$ cat src/rtl/regfile_write_arbiter_if.sv
// Writeback bus between the two result sources and the register file write port.
// Groups both source handshakes, the registered write port and the pending mask.
interface regfile_write_arbiter_if #(
  parameter int MEM_SIZE  = 32,
  parameter int WORD_SIZE = 32
);
  localparam int IW = $clog2(MEM_SIZE);

  logic                 a_valid;
  logic                 a_ready;
  logic [IW-1:0]        a_reg;
  logic [WORD_SIZE-1:0] a_data;

  logic                 b_valid;
  logic                 b_ready;
  logic [IW-1:0]        b_reg;
  logic [WORD_SIZE-1:0] b_data;

  logic                 rf_wr;
  logic [IW-1:0]        rf_wr_reg;
  logic [WORD_SIZE-1:0] rf_wr_data;
  logic [MEM_SIZE-1:0]  pending_mask;

  modport master (
    output a_valid, a_reg, a_data,
    output b_valid, b_reg, b_data,
    input  a_ready, b_ready,
    input  rf_wr, rf_wr_reg, rf_wr_data,
    input  pending_mask
  );

  modport slave (
    input  a_valid, a_reg, a_data,
    input  b_valid, b_reg, b_data,
    output a_ready, b_ready,
    output rf_wr, rf_wr_reg, rf_wr_data,
    output pending_mask
  );
endinterface

$ cat src/rtl/regfile_write_arbiter.sv
// Two-source register file write arbiter with one-entry buffers per source.
// Define ARB_FIXED_PRIO_EN to make port B win contention between different registers.
module regfile_write_arbiter #(
  parameter int MEM_SIZE  = 32,
  parameter int WORD_SIZE = 32
) (
  input logic                   clk,
  input logic                   rst,
  regfile_write_arbiter_if.slave bus
);
  localparam int IW = $clog2(MEM_SIZE);

  typedef enum logic {
    PORT_A = 1'b0,
    PORT_B = 1'b1
  } port_e;

  logic                 buf_a_valid_q, buf_a_valid_d;
  logic [IW-1:0]        buf_a_reg_q, buf_a_reg_d;
  logic [WORD_SIZE-1:0] buf_a_data_q, buf_a_data_d;

  logic                 buf_b_valid_q, buf_b_valid_d;
  logic [IW-1:0]        buf_b_reg_q, buf_b_reg_d;
  logic [WORD_SIZE-1:0] buf_b_data_q, buf_b_data_d;

  port_e older_q, older_d;
`ifndef ARB_FIXED_PRIO_EN
  port_e rr_q, rr_d;
`endif

  logic                 rf_wr_q, rf_wr_d;
  logic [IW-1:0]        rf_wr_reg_q, rf_wr_reg_d;
  logic [WORD_SIZE-1:0] rf_wr_data_q, rf_wr_data_d;

  logic both;
  logic same_reg;
  logic gnt_a;
  logic gnt_b;
  logic acc_a;
  logic acc_b;
  logic load_a;
  logic load_b;
  logic [MEM_SIZE-1:0] pend;

  assign both     = buf_a_valid_q & buf_b_valid_q;
  assign same_reg = (buf_a_reg_q == buf_b_reg_q);

  // Pick one buffered write per cycle from buffer state only.
  always_comb begin
    gnt_a = 1'b0;
    gnt_b = 1'b0;
    unique case (1'b1)
      (buf_a_valid_q & ~buf_b_valid_q): gnt_a = 1'b1;
      (buf_b_valid_q & ~buf_a_valid_q): gnt_b = 1'b1;
      (both & same_reg): begin
        gnt_a = (older_q == PORT_A);
        gnt_b = (older_q == PORT_B);
      end
      (both & ~same_reg): begin
`ifdef ARB_FIXED_PRIO_EN
        gnt_b = 1'b1;
`else
        gnt_a = (rr_q == PORT_A);
        gnt_b = (rr_q == PORT_B);
`endif
      end
      default: ;
    endcase
  end

  assign bus.a_ready = ~buf_a_valid_q | gnt_a;
  assign bus.b_ready = ~buf_b_valid_q | gnt_b;

  assign acc_a  = bus.a_valid & bus.a_ready;
  assign acc_b  = bus.b_valid & bus.b_ready;
  assign load_a = acc_a & (bus.a_reg != '0);
  assign load_b = acc_b & (bus.b_reg != '0);

  // Buffer A: drain on grant, reload on accept (x0 writes vanish).
  always_comb begin
    buf_a_valid_d = buf_a_valid_q;
    buf_a_reg_d   = buf_a_reg_q;
    buf_a_data_d  = buf_a_data_q;
    if (gnt_a) buf_a_valid_d = 1'b0;
    if (load_a) begin
      buf_a_valid_d = 1'b1;
      buf_a_reg_d   = bus.a_reg;
      buf_a_data_d  = bus.a_data;
    end
  end

  // Buffer B: same drain/reload rule as A.
  always_comb begin
    buf_b_valid_d = buf_b_valid_q;
    buf_b_reg_d   = buf_b_reg_q;
    buf_b_data_d  = buf_b_data_q;
    if (gnt_b) buf_b_valid_d = 1'b0;
    if (load_b) begin
      buf_b_valid_d = 1'b1;
      buf_b_reg_d   = bus.b_reg;
      buf_b_data_d  = bus.b_data;
    end
  end

  // A freshly loaded entry is younger than whatever the other buffer holds.
  always_comb begin
    older_d = older_q;
    if (load_a & load_b) older_d = PORT_A;
    else if (load_a)     older_d = PORT_B;
    else if (load_b)     older_d = PORT_A;
  end

`ifndef ARB_FIXED_PRIO_EN
  // Under contention the pointer moves to the port that lost.
  always_comb begin
    rr_d = rr_q;
    if (both) rr_d = gnt_a ? PORT_B : PORT_A;
  end
`endif

  // Output stage: load the winner, otherwise drop the enable and hold.
  always_comb begin
    rf_wr_d      = gnt_a | gnt_b;
    rf_wr_reg_d  = rf_wr_reg_q;
    rf_wr_data_d = rf_wr_data_q;
    if (gnt_a) begin
      rf_wr_reg_d  = buf_a_reg_q;
      rf_wr_data_d = buf_a_data_q;
    end else if (gnt_b) begin
      rf_wr_reg_d  = buf_b_reg_q;
      rf_wr_data_d = buf_b_data_q;
    end
  end

  // Registers with a write still on its way to the register file.
  always_comb begin
    pend = '0;
    if (buf_a_valid_q) pend[buf_a_reg_q] = 1'b1;
    if (buf_b_valid_q) pend[buf_b_reg_q] = 1'b1;
    if (rf_wr_q)       pend[rf_wr_reg_q] = 1'b1;
    pend[0] = 1'b0;
  end

  // State registers; reset discards everything in flight.
  always_ff @(posedge clk or negedge rst) begin
    if (!rst) begin
      buf_a_valid_q <= 1'b0;
      buf_a_reg_q   <= '0;
      buf_a_data_q  <= '0;
      buf_b_valid_q <= 1'b0;
      buf_b_reg_q   <= '0;
      buf_b_data_q  <= '0;
      older_q       <= PORT_A;
`ifndef ARB_FIXED_PRIO_EN
      rr_q          <= PORT_A;
`endif
      rf_wr_q       <= 1'b0;
      rf_wr_reg_q   <= '0;
      rf_wr_data_q  <= '0;
    end else begin
      buf_a_valid_q <= buf_a_valid_d;
      buf_a_reg_q   <= buf_a_reg_d;
      buf_a_data_q  <= buf_a_data_d;
      buf_b_valid_q <= buf_b_valid_d;
      buf_b_reg_q   <= buf_b_reg_d;
      buf_b_data_q  <= buf_b_data_d;
      older_q       <= older_d;
`ifndef ARB_FIXED_PRIO_EN
      rr_q          <= rr_d;
`endif
      rf_wr_q       <= rf_wr_d;
      rf_wr_reg_q   <= rf_wr_reg_d;
      rf_wr_data_q  <= rf_wr_data_d;
    end
  end

  assign bus.rf_wr        = rf_wr_q;
  assign bus.rf_wr_reg    = rf_wr_reg_q;
  assign bus.rf_wr_data   = rf_wr_data_q;
  assign bus.pending_mask = pend;

endmodule

$ cat src/flat_wrapper.sv
// flat-port wrapper written by rule: the top's interface ports become plain ports
module regfile_write_arbiter_flat 
#(
  parameter int MEM_SIZE  = 32,
  parameter int WORD_SIZE = 32
)
  (clk, rst, bus_a_valid, bus_a_reg, bus_a_data, bus_b_valid, bus_b_reg, bus_b_data, bus_a_ready, bus_b_ready, bus_rf_wr, bus_rf_wr_reg, bus_rf_wr_data, bus_pending_mask);
  regfile_write_arbiter_if #(.MEM_SIZE(MEM_SIZE), .WORD_SIZE(WORD_SIZE)) bus_i ();
  input logic clk;
  input logic rst;
  input wire logic [$bits(bus_i.a_valid)-1:0] bus_a_valid;
  input wire logic [$bits(bus_i.a_reg)-1:0] bus_a_reg;
  input wire logic [$bits(bus_i.a_data)-1:0] bus_a_data;
  input wire logic [$bits(bus_i.b_valid)-1:0] bus_b_valid;
  input wire logic [$bits(bus_i.b_reg)-1:0] bus_b_reg;
  input wire logic [$bits(bus_i.b_data)-1:0] bus_b_data;
  output wire logic [$bits(bus_i.a_ready)-1:0] bus_a_ready;
  output wire logic [$bits(bus_i.b_ready)-1:0] bus_b_ready;
  output wire logic [$bits(bus_i.rf_wr)-1:0] bus_rf_wr;
  output wire logic [$bits(bus_i.rf_wr_reg)-1:0] bus_rf_wr_reg;
  output wire logic [$bits(bus_i.rf_wr_data)-1:0] bus_rf_wr_data;
  output wire logic [$bits(bus_i.pending_mask)-1:0] bus_pending_mask;
  assign bus_i.a_valid = bus_a_valid;
  assign bus_i.a_reg = bus_a_reg;
  assign bus_i.a_data = bus_a_data;
  assign bus_i.b_valid = bus_b_valid;
  assign bus_i.b_reg = bus_b_reg;
  assign bus_i.b_data = bus_b_data;
  assign bus_a_ready = bus_i.a_ready;
  assign bus_b_ready = bus_i.b_ready;
  assign bus_rf_wr = bus_i.rf_wr;
  assign bus_rf_wr_reg = bus_i.rf_wr_reg;
  assign bus_rf_wr_data = bus_i.rf_wr_data;
  assign bus_pending_mask = bus_i.pending_mask;
  regfile_write_arbiter #(.MEM_SIZE(MEM_SIZE), .WORD_SIZE(WORD_SIZE)) u_core (.clk(clk), .rst(rst), .bus(bus_i));
endmodule
$ cat config.mk
export PLATFORM = sky130hd
export DESIGN_NAME = regfile_write_arbiter_flat
export DESIGN_NICKNAME = d
export VERILOG_FILES = /design/src/rtl/regfile_write_arbiter_if.sv /design/src/rtl/regfile_write_arbiter.sv /design/src/flat_wrapper.sv
export SDC_FILE = /design/constraint.sdc
export NUM_CORES = 1
export LEC_CHECK = 0
export ABC_AREA = 1
export CAP_MARGIN = 20
export CORE_MARGIN = 8
export CORE_UTILIZATION = 35
export CTS_CLUSTER_DIAMETER = 60
export DETAILED_ROUTE_END_ITERATION = 8
export HOLD_SLACK_MARGIN = 0.02
export PLACE_DENSITY_LB_ADDON = 0.3
export REMOVE_ABC_BUFFERS = 1
export SYNTH_ARGS = -nofsm -noshare
export SYNTH_HDL_FRONTEND = slang
export SYNTH_SLANG_ARGS = --single-unit
export TNS_END_PERCENT = 30
$ cat constraint.sdc
create_clock -name clk -period 1.6 [get_ports clk]
set_input_delay 0.32 -clock clk [delete_from_list [all_inputs] [get_ports clk]]
set_output_delay 0.32 -clock clk [all_outputs]
set_load 0.03 [all_outputs]
# --- Word level (Yosys, flattened, before mapping) ---
# Cells that the tools add are included.
totals:
  reg_bits: 116
  latch_bits: 0
  mem_bits_rw: 0
  mem_bits_ro: 0
  inputBits: 78
  output_inout_bits: 72
  word_cells: 70
  memories: 0
op_classes:
  addsub: 0
  n_mul: 0
  div: 0
  n_lt_le_gt_ge: 6
  eq_ne: 1
  shifts: 0
  mux: 23
  n_bitwise: 20
  reduce_logical: 9
op_table:
  columns: ["operator", "count"]
  rows:
  - ["two-way mux 32 bit", 5]
  - ["OR 32 bit", 2]
  - ["less-than comparator 5 x 6 -> 1 bit, second input constant", 3]
  - ["demux 1 bit (select 5 bit)", 3]
  - ["greater-or-equal comparator 5 x 1 -> 1 bit, second input constant", 3]
  - ["two-way mux 1 bit", 11]
  - ["AND 1 bit", 10]
  - ["two-way mux 5 bit", 2]
  - ["nonzero test 5 bit", 2]
  - ["one-hot mux 1 bit (3 select lines)", 2]
  - ["nonzero test 2 bit", 3]
  - ["equality test 5 bit", 1]
  - ["NOT 1 bit", 5]
  - ["logical AND 1 bit", 3]
  - ["OR 1 bit", 3]
  - ["nonzero test 3 bit", 1]

# --- Depth between registers and ports, before layout ---
# Gate-level depths: netlist (run 1).
logic_depth:
  depth_word: 10
  mapped_depth: 13
  mapped_depth_nobuf: 11

# --- Worst setup path before layout (run 1) ---
# OpenSTA, ideal clock, no wires.
synth_timing:
  path_kind: "register to output"
  startpoint: "register u_core.buf_b_valid_q"
  endpoint: "output bus_pending_mask[31]"
  t_arrival_ns: 1.488
  setup_slack_ns: -0.208
  stages_incl_launch_ff: 6
  n_path_buf: 1
  cell_sequence: "dfrtp_1 > inv_1 > clkbuf_1 > nor3_1 > nand2_1 > nand3_1"
synth_via:
  elab_chain_len: 3
synth_rtl:
  columns: ["item", "line", "text"]
  rows:
  - ["start, declared", "regfile_write_arbiter.sv:22", "logic buf_b_valid_q, buf_b_valid_d;"]
  - ["start signal, assigned", "regfile_write_arbiter.sv:164", "buf_b_valid_q <= buf_b_valid_d;"]
  - ["two-way mux 32 bit (*)", "regfile_write_arbiter.sv:139", "if (buf_b_valid_q) pend[buf_b_reg_q] = 1'b1;"]
  - ["OR 32 bit (no line)", null, null]
  - ["two-way mux 32 bit (*)", "regfile_write_arbiter.sv:140", "if (rf_wr_q) pend[rf_wr_reg_q] = 1'b1;"]
  - ["end, declared", "flat_wrapper.sv:22", "output wire logic [$bits(bus_i.pending_mask)-1:0] bus_pending_mask;"]
# Every way passes the cells marked *; elsewhere a longest branch is shown, timed or not.

# --- Final worst setup path (run 1) ---
layout_timing:
  startpoint: "register u_core.buf_b_reg_q[4]"
  endpoint: "output bus_b_ready"
layout_via:
  elab_chain_len: 5
layout_rtl:
  columns: ["item", "line", "text"]
  rows:
  - ["start, declared", "regfile_write_arbiter.sv:23", "logic [IW-1:0] buf_b_reg_q, buf_b_reg_d;"]
  - ["start signal, assigned", "regfile_write_arbiter.sv:165", "buf_b_reg_q <= buf_b_reg_d;"]
  - ["equality test 5 bit (*)", "regfile_write_arbiter.sv:46", "assign same_reg = (buf_a_reg_q == buf_b_reg_q);"]
  - ["NOT 1 bit", "regfile_write_arbiter.sv:59", "(both & ~same_reg): begin"]
  - ["AND 1 bit", "regfile_write_arbiter.sv:59", null]
  - ["one-hot mux 1 bit (3 select lines) (*)", "regfile_write_arbiter.sv:52", "unique case (1'b1)"]
  - ["OR 1 bit (*)", "regfile_write_arbiter.sv:72", "assign bus.b_ready = ~buf_b_valid_q | gnt_b;"]
  - ["end, declared", "flat_wrapper.sv:18", "output wire logic [$bits(bus_i.b_ready)-1:0] bus_b_ready;"]
# Marked as above.

==> flow_metrics.env, run 1 <==
export IMPL_outcome="complete, but fails checks"
export IMPL_violations="setup timing"
export IMPL_setup_ws_ns=-0.500
export IMPL_timing_fmax_mhz=476
export IMPL_die_y_um=147
export IMPL_path_clk_slew_ns=0.05
export IMPL_syn_avg_cell_area_um2=7.31
export IMPL_layout_drive_gt1_share_pct=29.8
export IMPL_finalSetupViolCount=148
export IMPL_dp_hpwl_um=13900
export IMPL_initial_utilization_pct=35.4
export IMPL_synthCells=825
export IMPL_synthDominantCellAreaShare_pct=48.1
export IMPL_grt_max_degree=36
export IMPL_rows=48
export IMPL_yosysWarnings=0
export IMPL_fin_area_mm2=0.00983
export IMPL_start_kind="flop"
export IMPL_grt_pass1_vias=6312
export IMPL_reg2reg_slack_ns=-0.42
export IMPL_multi_input_area_mm2=0.00293
export IMPL_grt_first_pass_wirelength_um=31900
export IMPL_rsz0062_at_grt="true"
export IMPL_clockRootBuffer="clkbuf_16"
export IMPL_crit_required_ns=1.28
export IMPL_r2r_end="u_core.buf_b_data_q[5]$_DFFE_PN0P_"
export IMPL_cts_buffers_inserted=17
export IMPL_ff_latch_area_mm2=0.00291
export IMPL_io_buffers=148
export IMPL_grt_busiest_layer="met2"
export IMPL_crit_type="flop to output pin"
export IMPL_yosys_cell_types_count=21
export IMPL_vias_per_cell=4.99
export IMPL_finalCritPeriodShare_pct=131
export IMPL_first_pass_iters=6
export IMPL_dieWidth_um=147
export IMPL_use_met3_pct=5.91
export IMPL_clock_path_buffers=2
export IMPL_power_density_mw_per_mm2=1860
export IMPL_n_fill_cell=1524
export IMPL_seq_area_frac_synth_pct=48.1
export IMPL_met2_usage_pct=29.7
export IMPL_dpl_cell_count=1242
export IMPL_cts_max_level=4
export IMPL_fin_worst_skew_ns=0.0130
export IMPL_insertedDiodeCount=0
export IMPL_use_met1_pct=21.6
export IMPL_clock_sinks=116
export IMPL_finalWirelength_um=21700
export IMPL_leakagePower_nw=5.03
export IMPL_r2r_cells=12
export IMPL_path_max_fanout=2
export IMPL_drc_errors=0
export IMPL_syn_area_mm2=0.00603
export IMPL_antenna_found_initial=1
export IMPL_slew_violations=0
export IMPL_dpl_cell_area_mm2=0.00823
export IMPL_globalplace_congestion=0.818
export IMPL_overflow=0
export IMPL_final_nets=1140
export IMPL_fin_crit_ns=2.10
export IMPL_clk_insertion_delay_late_ns=0.42
export IMPL_drt_wirelength_per_cell_um=16.7
export IMPL_cts_tree="yes"
export IMPL_track_usage_pct=18.2
export IMPL_finalPower_mw=18.3
export IMPL_final_hold_viol_count=0
export IMPL_endpoint_kind="output pin"
export IMPL_fin_cells=1300
export IMPL_r2r_start="u_core.buf_b_reg_q[4]$_DFFE_PN0P_"
export IMPL_synthToLayoutAreaGrowth_pct=63.0
export IMPL_ys_seq_elements=116
export IMPL_drt_iter0_drc=406
export IMPL_synth_largest_area_cell="dfrtp_1"
export IMPL_vdd_ir_drop_max_uv=1090
export IMPL_final_core_util_pct=57.6
export IMPL_cp_arrival_ns=1.78
export IMPL_min_path_type="primary input to asynchronous set/reset pin"
export IMPL_antenna_left=0
export IMPL_core_area_mm2=0.0171
export IMPL_synthTopCellsByArea="dfrtp_1 48%, nand2_1 19%, inv_1 7.5%"
export IMPL_vias=6482
export IMPL_die_area_mm2=0.0217
export IMPL_max_cap_violations=0
export IMPL_fin_hold_ws_ns=0.371
export IMPL_io_pins=150
[cells in the mapped netlist, drive strengths merged]
master	count
nand4	42
a21oi	2
nor2	11
o21ai	107
nor3	34
nand2	301
conb	1
clkbuf	10
inv	125
buf	33
nand3	42
dfrtp	116
xnor2	1
[worst max-delay path, cell delays in order (launching register included)]
cell and delay, ns:
dfrtp_2 0.44, xnor2_2 0.23, nand2_1 0.11, nor2_2 0.13
nand4_1 0.16, nand2_1 0.13, inv_2 0.05, buf_6 0.13
[power breakdown]
part           internal [mW]  switching, mW  leakage, nW
registers               4.10          0.752         1.39
clock network           2.44           1.32        0.293
logic                   3.79           5.85         3.35
[routing by layer]
| layer | routed length [µm] | up-vias |
|---|---|---|
| met5 | 8 | - |
| met4 | 606 | 2 |
| met3 | 1710 | 55 |
| met2 | 10500 | 257 |
| met1 | 8800 | 3082 |
| li1 | - | 3086 |
[layout by cell type, fill, tap and decap left out, types with 5 or more instances in the layout]
master / instances
buf_12: 14
nor3_1: 11
dfrtp_1: 110
inv_2: 14
o21ai_0: 34
o21ai_2: 21
nand2_1: 260
o21ai_1: 52
nand3_2: 25
nand4_1: 42
clkbuf_16: 21
nand2_4: 9
clkinv_2: 5
nor3_4: 5
nor2_1: 7
nor3_2: 18
nand3_1: 14
clkdlybuf4s50_1: 76
buf_6: 49
buf_4: 78
nand2_2: 32
inv_1: 110
dfrtp_2: 6
dlygate4sd2_1: 32
[logic make-up (layout without fill, tap and decap cells)]
logic type / Yosys count / count (layout) / share of synthesized area, %
compound gates: 109 / 109 / 9.04
xor+xnor: 1 / 1 / 0.145
buf+inv: 168 / 418 / 12.1
flops: 116 / 116 / 48.1
other cells: 1 / 1 / 0.0622
simple gates: 430 / 430 / 30.6
[per-stage QoR]
stage	setup slack, ns	TNS, ns
floorplan	-2.62	-214.36
global placement	-0.308	-15.79
detailed placement	-0.352	-18.66
CTS	-0.414	-33.09
global route	-0.552	-57.57
finish	-0.500	-46.08
[timing repair]
item,4_1_cts,5_1_grt
hold endpoints to repair,21,0
setup endpoints to repair,184,152
hold buffers,1,0
setup buffers,13,4
pin swaps,15,16
gates resized for setup,135,126
gates cloned,1,8
[worst max path at each step]
stage / cells after the start / slack [ns] / endpoint / start
CTS: 7 / -0.41 / bus_pending_mask[22] / u_core.buf_a_reg_q[4]$_DFFE_PN0P_
finish: 7 / -0.50 / bus_b_ready / u_core.buf_b_reg_q[4]$_DFFE_PN0P_
global route: 7 / -0.55 / bus_b_ready / u_core.buf_b_reg_q[4]$_DFFE_PN0P_
global placement: 6 / -0.31 / u_core.buf_a_data_q[1]$_DFFE_PN0P_ / bus_a_reg[3]
detailed placement: 6 / -0.35 / u_core.buf_a_data_q[31]$_DFFE_PN0P_ / bus_a_reg[3]
floorplan: 5 / -2.62 / u_core.buf_a_data_q[0]$_DFFE_PN0P_ / u_core.buf_a_valid_q$_DFFE_PN0P_
[cell type report]
type | count | area share [%]
Clock buffer | 23 | 4.96
Clock inverter | 9 | 1.03
Inverter | 125 | 4.81
Multi-Input combinational cell | 541 | 29.8
Sequential cell | 116 | 29.6
Tap cell | 225 | 2.86
Timing Repair Buffer | 261 | 26.9
(Power assumes the default switching activity.)
==> run 2: changes to the inputs <==
--- a/config.mk
+++ b/config.mk
@@ -12,6 +12,7 @@
 export CTS_CLUSTER_DIAMETER = 60
 export DETAILED_ROUTE_END_ITERATION = 8
 export HOLD_SLACK_MARGIN = 0.02
+export MAX_ROUTING_LAYER = met4
 export PLACE_DENSITY_LB_ADDON = 0.3
 export REMOVE_ABC_BUFFERS = 1
 export SYNTH_ARGS = -nofsm -noshare
==> flow_metrics.env, run 2 (synthesis gave the netlist of run 1 again) <==
export IMPL_clock_sinks=116
export IMPL_final_hold_viol_count=0
export IMPL_track_usage_pct=18.8
export IMPL_antenna_left=0
export IMPL_cts_buffers_inserted=17
export IMPL_cp_arrival_ns=1.76
export IMPL_pwr_share_comb_pct=52.1
export IMPL_cts_tree="yes"
export IMPL_synthToLayoutAreaGrowth_pct=59.7
export IMPL_worst_path_buf_inv=2
export IMPL_rsz0062_at_grt="true"
export IMPL_timing_fmax_mhz=480
export IMPL_cp_depth=7
export IMPL_fin_cells=1295
export IMPL_layout_drive_gt1_share_pct=27.2
export IMPL_first_pass_iters=5
export IMPL_switching_share_pct=43.1
export IMPL_dpl_cell_count=1242
export IMPL_reg2reg_slack_ns=-0.40
export IMPL_overflow=0
export IMPL_fin_crit_ns=2.08
export IMPL_path_max_fanout=2
export IMPL_grt_max_degree=36
export IMPL_drc_errors=0
export IMPL_internal_power_mw=10.2
export IMPL_die_area_mm2=0.0217
export IMPL_dieWidth_um=147
export IMPL_finalPower_mw=17.9
export IMPL_violations="setup timing"
export IMPL_start_kind="flop"
export IMPL_globalplace_congestion=0.830
export IMPL_fin_worst_skew_ns=0.0113
export IMPL_crit_top_cell="nand2_1"
export IMPL_vdd_ir_drop_max_uv=1020
export IMPL_max_cap_violations=0
export IMPL_fin_hold_ws_ns=0.369
export IMPL_finalWirelength_um=20600
export IMPL_crit_required_ns=1.28
export IMPL_initial_utilization_pct=35.4
export IMPL_r2r_cells=12
export IMPL_rows=48
export IMPL_max_stage_delay_ns=0.44
export IMPL_dp_hpwl_um=13900
export IMPL_clk_insertion_delay_late_ns=0.42
export IMPL_fin_tns_setup_ns=-42.69
export IMPL_io_pins=150
export IMPL_vias_per_cell=4.90
export IMPL_path_clk_slew_ns=0.05
export IMPL_crit_chain="xnor2_2, nand2_1, nor2_2, nand4_1, nand2_1, inv_2, buf_6"
export IMPL_leakagePower_nw=4.94
export IMPL_die_y_um=147
export IMPL_vias=6343
export IMPL_min_path_type="primary input to asynchronous set/reset pin"
export IMPL_cts_max_level=4
export IMPL_final_common_cell="nand2_1"
export IMPL_p_sw_mw=7.72
export IMPL_core_area_mm2=0.0171
export IMPL_setup_ws_ns=-0.483
export IMPL_final_cell_mix="274 x nand2_1, 110 x inv_1, 110 x dfrtp_1"
export IMPL_worst_path_max_delay_cell="dfrtp_2"
export IMPL_cp_top_family="simple AND/OR/NAND/NOR gates"
export IMPL_drt_wirelength_per_cell_um=15.9
export IMPL_clockRootBuffer="clkbuf_16"
export IMPL_crit_type="flop to output pin"
export IMPL_endpoint_kind="output pin"
export IMPL_finalSetupViolCount=148
export IMPL_clock_path_buffers=2
export IMPL_p_seq_share_pct=27.0
export IMPL_grt_first_pass_wirelength_um=31900
export IMPL_drt_iter0_drc=435
export IMPL_antenna_found_initial=1
export IMPL_finalCritPeriodShare_pct=130
export IMPL_power_density_mw_per_mm2=1860
export IMPL_clock_power_share_pct=20.9
export IMPL_slew_violations=0
export IMPL_final_nets=1134
export IMPL_outcome="complete, but fails checks"
export IMPL_grt_pass1_vias=6323
export IMPL_io_buffers=148
run 2: worst paths after layout:
path	startpoint	to
worst max-delay path	u_core.buf_b_reg_q[4]$_DFFE_PN0P_	bus_b_ready
worst min-delay path	rst	u_core.buf_b_data_q[2]$_DFFE_PN0P_
worst max register to register	u_core.buf_b_reg_q[4]$_DFFE_PN0P_	u_core.buf_b_data_q[13]$_DFFE_PN0P_
worst min register to register	u_core.bus.rf_wr_data[27]$_DFFE_PN0P_	u_core.bus.rf_wr_data[27]$_DFFE_PN0P_
max in group asynchronous	rst	u_core.bus.rf_wr_data[30]$_DFFE_PN0P_
min in group clk	bus_a_data[25]	u_core.buf_a_data_q[25]$_DFFE_PN0P_
run 2: stage by stage:
stage | setup slack, ns | utilization (%) | area (µm²)
final | -0.483 | 56.5 | 9630
after global routing | -0.554 | 56.5 | 9630
after CTS | -0.414 | 54.2 | 9240
after detailed placement | -0.352 | 48.3 | 8230
after global placement | -0.308 | 48.3 | 8230
after floorplan | -2.62 | - | 5770
run 2: metal layers:
layer	up-vias	routed length, µm	GRT usage [%]
met4	0	537	7.80
met3	50	1340	4.83
li1	3077	-	-
met5	-	0	-
met1	2986	8800	22.4
met2	230	9900	29.7
run 2: what timing repair did:
item | CTS | global route
hold buffers | 1 | 0
hold endpoints to repair | 21 | 0
gates resized for setup | 135 | 96
pin swaps | 15 | 16
buffers inserted | 13 | 3
gates cloned | 1 | 3
setup endpoints to repair | 184 | 152
run 2: layout make-up:
cell class                 instances  area [µm²]
timing repair buffer             255        2540
fill                            1560        7420
clock inverter                     9         101
inverter                         125         473
antenna                            1        2.50
multi-input combinational        541        2840
clock buffer                      23         488
sequential                       116        2910
tap                              225         282
run 2: power by group through the flow:
| stage | Clock (mW) | Sequential (mW) | Combinational [mW] |
|---|---|---|---|
| after floorplan | 0 | 5.78 | 3.59 |
| after global placement | 0 | 4.80 | 8.44 |
| after detailed placement | 0 | 4.83 | 8.52 |
| after CTS | 3.80 | 4.83 | 8.85 |
| after global routing | 3.92 | 4.96 | 10.1 |
| final | 3.75 | 4.84 | 9.34 |
